--- src/rtl/cpu_pkg.sv ---
// cpu_pkg: shared fetch-path types and constants for the dual-issue core.
package cpu_pkg;
    localparam int PC_W_DEF  = 12;
    localparam int BUNDLE_W  = 64;
    localparam int SLOT_W    = 32;
    localparam int SLOT1_LSB = 32;
    localparam int SLOT2_LSB = 0;

    typedef struct packed {
        logic [BUNDLE_W-1:0] bundle;
        logic [PC_W_DEF-1:0] pc;
    } fetch_entry_t;
endpackage

--- src/rtl/fetch_queue_fifo.sv ---
// fetch_queue_fifo: circular buffer of fetch entries with push, pop, flush and occupancy count.
module fetch_queue_fifo
    import cpu_pkg::*;
#(
    parameter int  DEPTH = 4,
    parameter type T     = fetch_entry_t,
    parameter int  CW    = $clog2(DEPTH) + 1
) (
    input  logic          clk,
    input  logic          rst_n,
    input  logic          i_flush,
    input  logic          i_push,
    input  T              i_push_data,
    input  logic          i_pop,
    output T              o_head,
    output logic [CW-1:0] o_count
);
    localparam int AW = $clog2(DEPTH);

    T              r_mem [DEPTH];
    logic [AW-1:0] r_rd;
    logic [AW-1:0] r_wr;
    logic [CW-1:0] r_count;

    always_ff @(posedge clk) begin
        if (!rst_n) begin
            r_rd    <= '0;
            r_wr    <= '0;
            r_count <= '0;
            for (int i = 0; i < DEPTH; i++) r_mem[i] <= '0;
        end else if (i_flush) begin
            r_rd    <= '0;
            r_wr    <= '0;
            r_count <= '0;
        end else begin
            if (i_push) begin
                r_mem[r_wr] <= i_push_data;
                r_wr        <= r_wr + AW'(1);
            end
            if (i_pop) r_rd <= r_rd + AW'(1);
            r_count <= r_count + CW'(i_push) - CW'(i_pop);
        end
    end

    // Empty queue presents an all-zero head rather than stale storage.
    assign o_head  = (r_count != '0) ? r_mem[r_rd] : '0;
    assign o_count = r_count;
endmodule

--- src/rtl/fetch_queue.sv ---
// fetch_queue: fetch PC owner, ROM read issue and bundle queue with redirect flush.
// Define FETCH_QUEUE_PERF_EN to add saturating flush/stall performance counters.
module fetch_queue
    import cpu_pkg::*;
#(
    parameter int              DEPTH    = 4,
    parameter int              PC_W     = PC_W_DEF,
    parameter logic [PC_W-1:0] RESET_PC = '0
) (
    input  logic                clk,
    input  logic                rst_n,
    output logic                imem_en,
    output logic [PC_W-1:0]     imem_addr,
    input  logic [BUNDLE_W-1:0] imem_rdata,
    output logic                out_valid,
    input  logic                out_ready,
    output logic [BUNDLE_W-1:0] out_bundle,
    output logic [PC_W-1:0]     out_pc,
    input  logic                redirect_valid,
    input  logic [PC_W-1:0]     redirect_pc
`ifdef FETCH_QUEUE_PERF_EN
    ,
    output logic [15:0]         perf_flush_cnt,
    output logic [15:0]         perf_stall_cnt
`endif
);
    localparam int CW = $clog2(DEPTH) + 1;

    typedef struct packed {
        logic [BUNDLE_W-1:0] bundle;
        logic [PC_W-1:0]     pc;
    } entry_t;

    logic [PC_W-1:0] r_fetch_pc;
    logic [PC_W-1:0] r_inflight_pc;
    logic            r_inflight;
    logic            r_kill;
    logic [CW-1:0]   w_count;
    logic            w_issue;
    logic            w_push;
    logic            w_pop;
    entry_t          w_head;
    entry_t          w_push_data;

    // Reserve a slot for the outstanding read so a response can always be pushed.
    assign w_issue     = rst_n && !redirect_valid && ((w_count + CW'(r_inflight)) < CW'(DEPTH));
    assign w_push      = r_inflight && !r_kill && !redirect_valid;
    assign w_pop       = out_valid && out_ready && !redirect_valid;
    assign w_push_data = '{bundle: imem_rdata, pc: r_inflight_pc};

    always_ff @(posedge clk) begin
        if (!rst_n) begin
            r_fetch_pc    <= RESET_PC;
            r_inflight    <= 1'b0;
            r_inflight_pc <= '0;
            r_kill        <= 1'b0;
        end else begin
            r_inflight <= w_issue;
            r_kill     <= redirect_valid && r_inflight;
            if (redirect_valid) begin
                r_fetch_pc <= redirect_pc;
            end else if (w_issue) begin
                r_fetch_pc    <= r_fetch_pc + PC_W'(1);
                r_inflight_pc <= r_fetch_pc;
            end
        end
    end

    fetch_queue_fifo #(
        .DEPTH(DEPTH),
        .T    (entry_t),
        .CW   (CW)
    ) u_fifo (
        .clk        (clk),
        .rst_n      (rst_n),
        .i_flush    (redirect_valid),
        .i_push     (w_push),
        .i_push_data(w_push_data),
        .i_pop      (w_pop),
        .o_head     (w_head),
        .o_count    (w_count)
    );

    assign imem_en    = w_issue;
    assign imem_addr  = r_fetch_pc;
    assign out_valid  = (w_count != '0);
    assign out_bundle = w_head.bundle;
    assign out_pc     = w_head.pc;

`ifdef FETCH_QUEUE_PERF_EN
    always_ff @(posedge clk) begin
        if (!rst_n) begin
            perf_flush_cnt <= '0;
            perf_stall_cnt <= '0;
        end else begin
            if (redirect_valid && perf_flush_cnt != 16'hFFFF) perf_flush_cnt <= perf_flush_cnt + 16'd1;
            if (w_count == '0 && perf_stall_cnt != 16'hFFFF) perf_stall_cnt <= perf_stall_cnt + 16'd1;
        end
    end
`endif
endmodule

--- config.mk ---
export PLATFORM = sky130hd
export DESIGN_NAME = fetch_queue
export DESIGN_NICKNAME = d
export VERILOG_FILES = /design/src/rtl/cpu_pkg.sv /design/src/rtl/fetch_queue_fifo.sv /design/src/rtl/fetch_queue.sv
export SDC_FILE = /design/constraint.sdc
export NUM_CORES = 1
export LEC_CHECK = 0
export ABC_AREA = 1
export CORE_MARGIN = 4
export CORE_UTILIZATION = 40
export DETAILED_ROUTE_END_ITERATION = 12
export PLACE_DENSITY_LB_ADDON = 0.08
export REMOVE_ABC_BUFFERS = 1
export SLEW_MARGIN = 5
export SYNTH_ARGS = -nofsm -noshare
export SYNTH_HDL_FRONTEND = slang
export SYNTH_HIERARCHICAL = 1
export SYNTH_SLANG_ARGS = --single-unit
--- constraint.sdc ---
create_clock -name clk -period 9.65 [get_ports clk]
set_input_delay 1.93 -clock clk [delete_from_list [all_inputs] [get_ports clk]]
set_output_delay 1.93 -clock clk [all_outputs]
set_load 0.02 [all_outputs]
# Yosys cells after proc, flatten, opt, wreduce, memory -nomap -nowiden
# Memories as Yosys holds them, arrays and structs flattened. A register that Yosys moved wholly into a read port is not among the register bits.
# Cells that the tools add are included.
[classes]
addsub = 6
n_mul = 0
div = 0
magnitude_cmp = 1
eq_ne = 0
shift = 0
mux = 13
bitwise = 2
n_reduce_logical = 14
[ops]
columns = ["cell", "count"]
rows = [
  ["76-bit two-way mux", 2],
  ["76-bit OR reduction", 1],
  ["12-bit two-way mux", 2],
  ["12-bit by 1-bit adder with 12-bit output, second input constant", 1],
  ["1-bit logical AND", 7],
  ["3-bit by 1-bit adder with 3-bit output", 2],
  ["1-bit two-way mux", 6],
  ["2-bit two-way mux", 3],
  ["2-bit by 1-bit adder with 2-bit output, second input constant", 2],
  ["3-bit < comparator, second input constant", 1],
  ["3-bit nonzero test", 1],
  ["3-bit by 1-bit subtractor with 3-bit output", 1],
  ["1-bit zero test", 2],
  ["1-bit inverter", 2],
  ["2-bit AND reduction", 1],
  ["2-bit nonzero test", 1],
  ["2-bit OR reduction", 1],
]
[word_totals]
reg_bits = 33
latchBits = 0
mem_bits_rw = 304
rom_bits = 0
out_inout_bits = 90
wordCells = 44
memories = 1
[memory_table]
columns = ["memory", "depth", "word_bits", "read_ports", "rd_clocked_by_memory_dff", "write_ports", "line", "rtl"]
rows = [
  ["u_fifo.r_mem", 4, 76, 1, 1, 4, "fetch_queue_fifo.sv:20", "T r_mem [DEPTH];"],
]

# Depth between registers and ports, before layout
# Gate-level depths: netlist of run 1.
[depth]
depth_word = 9
ltp_mapped = 11
depth_no_buf = 11

# Modules after synthesis
# Netlist of run 1, hierarchy kept.
[by_module_without_submodules]
columns = ["mod", "instances", "cells_per_inst", "area_each_um2", "seq_area_each_um2"]
rows = [
  ["fetch_queue_fifo", 1, 1747, 15223.4, 9308.9],
  ["fetch_queue", 1, 204, 1380.1, 520.5],
]

# Worst setup path before layout of run 1
# Ideal clock, no wire load.
[synth_path]
kind = "input -> register"
from = "input port redirect_valid"
to = "memory u_fifo/r_mem[2][0] (netlist bit), enable pin"
arrival_time_ns = 8.374
setup_slack_ns = 0.661
stages = 6
path_buffers = 3
path_cell_list = "clkbuf_1 nor3_1 nand2_2 buf_6 buf_6 o21ai_0"
[synth_lines]
columns = ["item", "line", "rtl"]
rows = [
  ["start, declared", "fetch_queue.sv:19", "input logic redirect_valid,"],
  ["end, declared", "fetch_queue_fifo.sv:20", ""],
]

# Worst setup path in the final report of run 1
[layout_path]
from = "input port redirect_valid"
to = "output port imem_en"
[layout_between]
elab_chain_cells = 3
[layout_lines]
columns = ["item", "line", "rtl"]
rows = [
  ["1-bit zero test", "fetch_queue.sv:46", "assign w_issue = rst_n && !redirect_valid && ((w_count + CW'(r_inflight)) < CW'(DEPTH));"],
  ["1-bit logical AND (2 in series)", "fetch_queue.sv:46", ""],
  ["end, declared", "fetch_queue.sv:12", "output logic imem_en,"],
]
# No other way between the ends.

==> results of run 1 <==
registers in the layout, summed over array words and instances, names as in the netlist, named ones only:
name            cells
u_fifo/r_mem      304
r_inflight          1
r_inflight_pc      12
u_fifo/o_count      3
u_fifo/r_wr         2
u_fifo/r_rd         2
imem_addr          12
r_kill              1
stage by stage:
step	instances	setup WS [ns]	total power (uW)
finish	2637	3.71	3280
global route	2637	3.57	3420
CTS	2637	3.70	3330
detailed placement	2569	3.34	1910
global placement	2569	3.47	1910
floorplan	1854	0.0127	1810
cell type report:
class	count	area, sq um	area share
clock inverter	15	126	0.00634
sequential	339	9840	0.494
inverter	497	1870	0.0940
multi-input combinational	1018	4530	0.227
timing repair buffer	183	1810	0.0908
clock buffer	53	1090	0.0547
tap	532	666	0.0334
layout by cell type, fill, tap and decap left out, drive strengths merged:
cell / instances
a21boi: 2
a21oi: 85
buf: 14
bufinv: 2
clkbuf: 53
clkdlybuf4s50: 169
clkinv: 14
clkinvlp: 1
dfxtp: 35
edfxtp: 304
fa: 1
ha: 3
inv: 495
nand2: 375
nand3: 193
nand4: 1
nor2: 335
nor3: 5
o21ai: 16
xnor2: 1
xor2: 1
routing by layer:
metal	vias up	share of wire	GRT usage	wire, um
li1	6182	-	-	-
met1	5855	0.45	0.256	18800
met2	265	0.49	0.323	20600
met3	42	0.049	0.0253	2060
met4	0	0.016	0.0380	684
met5	-	0	0	0
power groups by stage:
| stage | combinational, uW | clock (uW) | sequential (uW) |
|---|---|---|---|
| 2_1_floorplan | 106 | 0 | 1700 |
| 3_3_place_gp | 210 | 0 | 1700 |
| 3_5_place_dp | 211 | 0 | 1700 |
| 4_1_cts | 213 | 1450 | 1670 |
| 5_1_grt | 232 | 1510 | 1670 |
| 6_report | 208 | 1410 | 1670 |
worst max-delay path by stage:
stage / start / endpoint / slack, ns / cells after the start
detailed placement: redirect_valid / u_fifo/r_mem[2][40]$_SDFFCE_PN0P_ / 3.34 / 5
finish: redirect_valid / imem_en / 3.71 / 5
CTS: redirect_valid / imem_en / 3.70 / 5
global route: redirect_valid / imem_en / 3.57 / 5
global placement: redirect_valid / u_fifo/r_mem[2][40]$_SDFFCE_PN0P_ / 3.47 / 5
floorplan: redirect_valid / u_fifo/r_mem[2][0]$_SDFFCE_PN0P_ / 0.01 / 3
cells by family (layout without fill, tap and decap cells):
family | count (synthesis) | after routing
and+or+nand+nor | 909 | 909
adders and majority gates | 4 | 4
buffers and inverters | 594 | 748
xor gates and xnor gates | 2 | 2
DFF | 339 | 339
AOI/OAI and AO/OA | 103 | 103
worst max-delay path, delay by kind of cell:
kind,cells,cell delay (ns)
buf+inv,2,1.45
simple gates,3,0.63
==> impl_summary.md, run 1 <==
Cells and area
The number of inserted filler cells in the final layout is 3984. The area growth from synthesis to layout is 20.0%. The final layout net count is 2162. The repair_antennas step left the layout with diodes totalling 0. The area of all placed cells without fillers is 19900 sq um. The utilization after layout is 0.487. In the final layout, the share of cells above drive strength 1 is 0.0575.

Timing
The worst-case hold slack is 0.449 ns. The routed design could run at a clock period as short as 5.94 ns. The final setup violation count is 0. The number of pins exceeding their max-slew limit in the final report is 0. The slew of the pin with the lowest slew margin is 1.19 ns. The post-route clock skew is 0.0142 ns. In the finished design, the share of the clock period the worst path needs comes to 0.615. Setup repair after global routing left no endpoint under its margin. For the final routed database, the setup TNS stands at 0 ns.

The maximum clock rate is 168 MHz. Measured against its own limit, the worst slew margin works out to 0.209. The hold violation total from the final report is 0.

Synth
Of the total synthesized cell area, the portion taken by AND, OR, NAND and NOR gates is 0.233. Of the total synthesized cell area, the portion taken by full adders, half adders and majority gates is 0.00347. The area of the mapped netlist is 16600 sq um.

Of the total synthesized cell area, the portion taken by XOR and XNOR cells is 0.00106. Counting instances in the post-synthesis netlist gives the leading cell types as sky130_fd_sc_hd__inv_1, sky130_fd_sc_hd__nand2_1, sky130_fd_sc_hd__nor2_1. sky130_fd_sc_hd__inv_1 is the most common cell in the netlist. Averaged over all synthesized cells, the footprint is 8.51 sq um. After synthesis, the cell types taking the most area are sky130_fd_sc_hd__edfxtp_1, sky130_fd_sc_hd__inv_1, sky130_fd_sc_hd__nand2_1, sky130_fd_sc_hd__nor2_1, sky130_fd_sc_hd__nand3_1. The number of warnings issued by yosys is 6.

Of the post-synthesis cell area, the dominant cell type holds 0.550. The share of synthesized area occupied by flip-flops and latches is 0.592. The most used flip-flop cell after synthesis is sky130_fd_sc_hd__edfxtp_1.

Counting flops with an async set or reset pin after synthesis yields a share of 0. The distinct cell type count after synthesis is 29. Synthesis handed over a netlist of 1951 instances.

The synthesized-area fraction occupied by ao, oa, aoi and oai cells is 0.0313. The post-synthesis mux area share is 0. After synthesis, the largest family of logic cells by area is simple AND/OR/NAND/NOR gates.

Counting flops with a built-in enable in the synthesized netlist gives 304. The register bit total from synthesis is 339. Of all cell types, the one taking the most synthesized area is sky130_fd_sc_hd__edfxtp_1.

Global route
Entering global routing, the biggest net connects 78 pins. The number of global-route vias before repair is 12300. In the global route stage, overall resource usage came out at 0.187. The total global routing overflow is 0. The initial antenna violation count came to 0.

The wire length of the first global-routing pass is 67.0 mm.

Clock tree
Buffers added to address setup during post-CTS repair amount to 0. The clock sink total is 339. The H-tree depth reported by CTS is 2. Post-CTS repair changed the size of 0 cells. The cell chosen for the clock root is sky130_fd_sc_hd__clkbuf_16.

The worst-skew pair later-pin latency is 0.51 ns. The number of clock buffers added by TritonCTS is 39. The clock transition at the registers of the reported paths is 0.06 ns. The clock passes through at most 3 buffers. The number of buffers inserted by hold repair at cts is 0.

The TritonCTS clock tree is built.

Die
The die outline width is 212 um. For this configuration, the core starts out at a cell density of 0.406. The count of standard-cell rows is 74. 170 I/O pins were placed. The floorplan step defined a die boundary enclosing 44800 sq um. The core footprint is 40900 sq um. The die is 212 um tall.

Worst setup path
By instance count, the cell type seen most on the critical path is sky130_fd_sc_hd__clkdlybuf4s50_1. The number of cells traversed by the worst register-to-register path is 5. In this design, the stage delay of the slowest critical-path cell is 0.79 ns.

For flop-to-flop paths, the worst setup slack is 5.93 ns. The slowest stage of the critical path belongs to the cell sky130_fd_sc_hd__clkdlybuf4s50_1. Data on the critical path is required at its endpoint by 7.72 ns. In this run the critical register-to-register path is launched from r_inflight$_SDFF_PN0_. In this run the critical register-to-register path is captured at u_fifo/r_mem[2][68]$_SDFFCE_PN0P_. The highest fanout seen on the critical path is 17.

The type of element capturing the critical path is an output port. The signal on the critical path passes through clkdlybuf4s50_1 > nor2_4 > nand2_4 > nor2_8 > clkdlybuf4s50_1. The category of the critical setup timing path is primary input to output port.

The startpoint type of the worst setup path is a primary input. Data arrives at the worst endpoint at 4.01 ns.

Detailed routing
The ratio of routed vias to standard cells is 4.68. The total routed wirelength is 42.2 mm. For this block, the initial DRC count from the detailed router was 825. The total DRC errors in the routed layout is 0. In this run the remaining antenna-violating nets after routing total 0. The detail-routed net length per standard cell is 16.0 um. The detailed-route via count is 12300. The pre-antenna-repair detailed-routing pass consisted of 5 iterations.

Place
After legalization and detailed placement, the total HPWL measured 22.9 mm. Input and output buffers added on the ports amount to 169. The congestion estimate from routability-driven global placement came to 0.767.

Once placement finished, the instance area stood at 18700 sq um.

Worst hold path
The worst min-delay path class is flop to flop. The hold path startpoint is u_fifo/r_rd[1]$_SDFFE_PP0P_. The hold-critical path depth is 1.

Pwr
The net switching power of the design is 714 uW. VDD sags by at most 0.116 mV. The static leakage is 0.00819 uW. Of the total power, the clock network draws 0.428. The part of the total power dissipated in combinational logic is 0.063. The power share of the sequential group is 0.508.

The power density relative to cell area is 165 nW/um^2. Of the total power, the share spent switching nets is 0.218. The internal portion of total power is 2570 uW.

Status
The flow ran to the end, and the final reports show no timing, DRC or antenna violations.

Job
Across the run, the number of max-cap violations was 0.
Note: power is estimated with default switching activity, not from simulation.
==> run 2: changes to the inputs <==
==> constraint.sdc (replaced) <==
create_clock -name clk -period 6.05 [get_ports clk]
set_input_delay 1.21 -clock clk [delete_from_list [all_inputs] [get_ports clk]]
set_output_delay 1.21 -clock clk [all_outputs]
set_load 0.02 [all_outputs]
==> impl_summary.md, run 2 (synthesis results as in run 1) <==
Pwr
The worst-case vdd ir drop is 0.147 mV (+26%). The part of the power in the clock network is 0.426 (-0.002). The power density relative to cell area is 261 nW/um^2 (+58%). The power share of the sequential group is 0.510 (+0.002). The switching power share of the total is 0.220 (+0.00218). The internal portion of total power is 4070 uW (+58%). The static leakage is 0.00824 uW (+0.56%). The part of the total power dissipated in combinational logic is 0.065 (+0.002). The net switching power of the design is 1150 uW (+61%).

Clock tree
The cell sitting at the root of the clock tree is a sky130_fd_sc_hd__clkbuf_16. The TritonCTS buffer count is 38 (-2.6%). The clock sink total came to 339 (unchanged). The number of cells upsized or downsized after cts is 0 (unchanged). The worst-skew pair later-pin latency was 0.51 ns (about the same).

The H-tree depth reported by CTS is 2 (unchanged). The clock transition at the registers of the reported paths is 0.06 ns (about the same). The TritonCTS clock tree is built.

The total setup buffers inserted after CTS is 0 (unchanged). The deepest clock path buffer count is 3 (unchanged). The number of buffers inserted by hold repair at cts was 0 (unchanged).

Timing
The total negative slack for setup checks is 0 ns (unchanged). The slew of the pin with the lowest slew margin is 1.12 ns (-0.0639 ns). The worst path needs 5.06 ns of the cycle, external delays included. The headroom to the max-slew limit is 0.252 (+0.0426). The worst-case setup margin in the final layout came to 0.991 ns (-2.72 ns).

The number of pins exceeding their max-slew limit in the final report came to 0 (unchanged). Setup repair after global routing left no endpoint under its margin. Dividing the final minimum period by the clock period gives 0.836. The final setup violation count is 0 (unchanged). Timing would allow up to 198 MHz. The post-route clock skew was 0.0154 ns (+0.00125 ns).

The hold violation total from the final report is 0 (unchanged).

Cells and area
The largest register by flop count is u_fifo/r_mem. The total inserted antenna cells was 0 (unchanged). The top cell types in the final layout, fill and taps aside, are sky130_fd_sc_hd__inv_1, sky130_fd_sc_hd__nand2_1, sky130_fd_sc_hd__nor2_1.

The commonest non-fill, non-tap cell in the layout is sky130_fd_sc_hd__inv_1. The fraction of layout instances using a drive strength above 1 is 0.0629 (+0.00546). The number of flip-flops in the largest register is 304 (unchanged). The final layout net count is 2169 (+0.32%). The area growth from synthesis to layout is 20.5%.

Worst setup path
The required time of the critical path is 4.84 ns (-2.88 ns). The startpoint type of the worst setup path is a flop. The category of the critical setup timing path is flop to output port. The worst path arrival time is 3.85 ns (-0.16 ns). The highest fanout seen on the critical path is 90 (+73). STA classifies the critical path endpoint as an output port.

Place
The routability congestion estimate from global placement is 0.779 (+1.6%). The half-perimeter wire length after placement is 24.0 mm (+4.6%). The worst setup slack after placement was 1.31 ns (-2.03 ns). The count of buffers inserted at the top-level ports came to 169 (unchanged).

Die
The core footprint came to 40900 sq um (unchanged). The count of standard-cell rows is 74 (unchanged). The height of the die is 212 um (unchanged). The die outline width came to 212 um (unchanged). The area enclosed by the die boundary is 44800 sq um (unchanged). The initial core utilization was 0.406 (unchanged). The number of top-level pins is 170 (unchanged).

Detailed routing
The detailed-route via count is 12300 (-0.27%). The first-iteration detailed-routing DRC count was 793 (-3.9%). The remaining antenna violation count after routing is 0 (unchanged).

The total routed wirelength is 42.6 mm (+0.82%). The number of optimization iterations in the first detailed-route pass is 5 (unchanged). The detail-routed net length per standard cell came to 16.1 um (+0.51%). The total DRC errors in the routed layout is 0 (unchanged). The ratio of routed vias to standard cells is 4.65 (-0.57%).

Worst hold path
The worst min-delay path class is flop to flop.

Global route
The wire length of the first global-routing pass is 66.9 mm (-0.10%). The total global routing overflow came to 0 (unchanged). The global routing usage summed across all routing layers came to 0.189 (+0.00127). The initial antenna violation count is 0 (unchanged). The pin count of the biggest net entering global routing came to 91 (+17%). The number of global-route vias before repair is 12200 (-0.54%).

Status
The flow ran to the end, and the final reports show no timing, DRC or antenna violations.

Job
The number of max-cap violations is 0 (unchanged).
run 2: cell types whose count changed in the layout (fill, tap and decap cells not counted), sizes merged:
cell / change
buf: +8
clkbuf: -4
clkinv: +2
inv: +2
run 2: final timing paths:
check	startpoint	to	slack (ns)	cells past startpoint
worst max-delay path	flop	out_pc[11]	0.99	6
worst min-delay path	u_fifo/r_rd[1]$_SDFFE_PP0P_	flop	0.44	1
worst max register to register	r_inflight$_SDFF_PN0_	u_fifo/r_mem[3][2]$_DFFE_PP_	3.18	5
worst min register to register	u_fifo/r_rd[1]$_SDFFE_PP0P_	flop	0.44	1
run 2: worst max-delay path, cell delays in order, from the launching register on:
cell and delay [ns]:
sky130_fd_sc_hd__dfxtp_4 0.92, sky130_fd_sc_hd__inv_4 0.57, sky130_fd_sc_hd__buf_4 0.47, sky130_fd_sc_hd__nand2_1 0.10
sky130_fd_sc_hd__nand3_1 0.08, sky130_fd_sc_hd__a21oi_1 0.37, sky130_fd_sc_hd__clkdlybuf4s50_1 0.69
run 2: stage by stage:
step | util | area, sq um | power, uW | instances | hold slack (ns)
after floorplan | - | 16200 | 2890 | 1854 | 0.412
after global placement | 0.459 | 18800 | 3050 | 2577 | 0.425
after detailed placement | 0.459 | 18800 | 3050 | 2577 | 0.429
after CTS | 0.489 | 20000 | 5290 | 2645 | 0.445
after global routing | 0.489 | 20000 | 5430 | 2645 | 0.472
final | 0.489 | 20000 | 5220 | 2645 | 0.444
run 2: cell type report:
class / instances / area [sq um]
clock buffer: 49 / 1050
inverter: 497 / 1870
multi-input combinational: 1018 / 4530
sequential: 339 / 9840
clock inverter: 19 / 150
tap: 532 / 666
timing repair buffer: 191 / 1890
fill: 3977 / 20900
run 2: power groups by stage:
stage                     Combinational [uW]  Clock, uW  Sequential [uW]
after floorplan                          169          0             2720
after global placement                   342          0             2710
after detailed placement                 342          0             2710
after CTS                                344       2280             2660
after global routing                     377       2380             2670
final                                    337       2220             2660
run 2: metal layers:
| metal | share of wire | GRT usage | vias up |
|---|---|---|---|
| met5 | 0 | 0 | - |
| met4 | 0.018 | 0.0404 | 0 |
| met3 | 0.050 | 0.0289 | 51 |
| met2 | 0.48 | 0.315 | 274 |
| met1 | 0.46 | 0.263 | 5778 |
| li1 | - | - | 6208 |
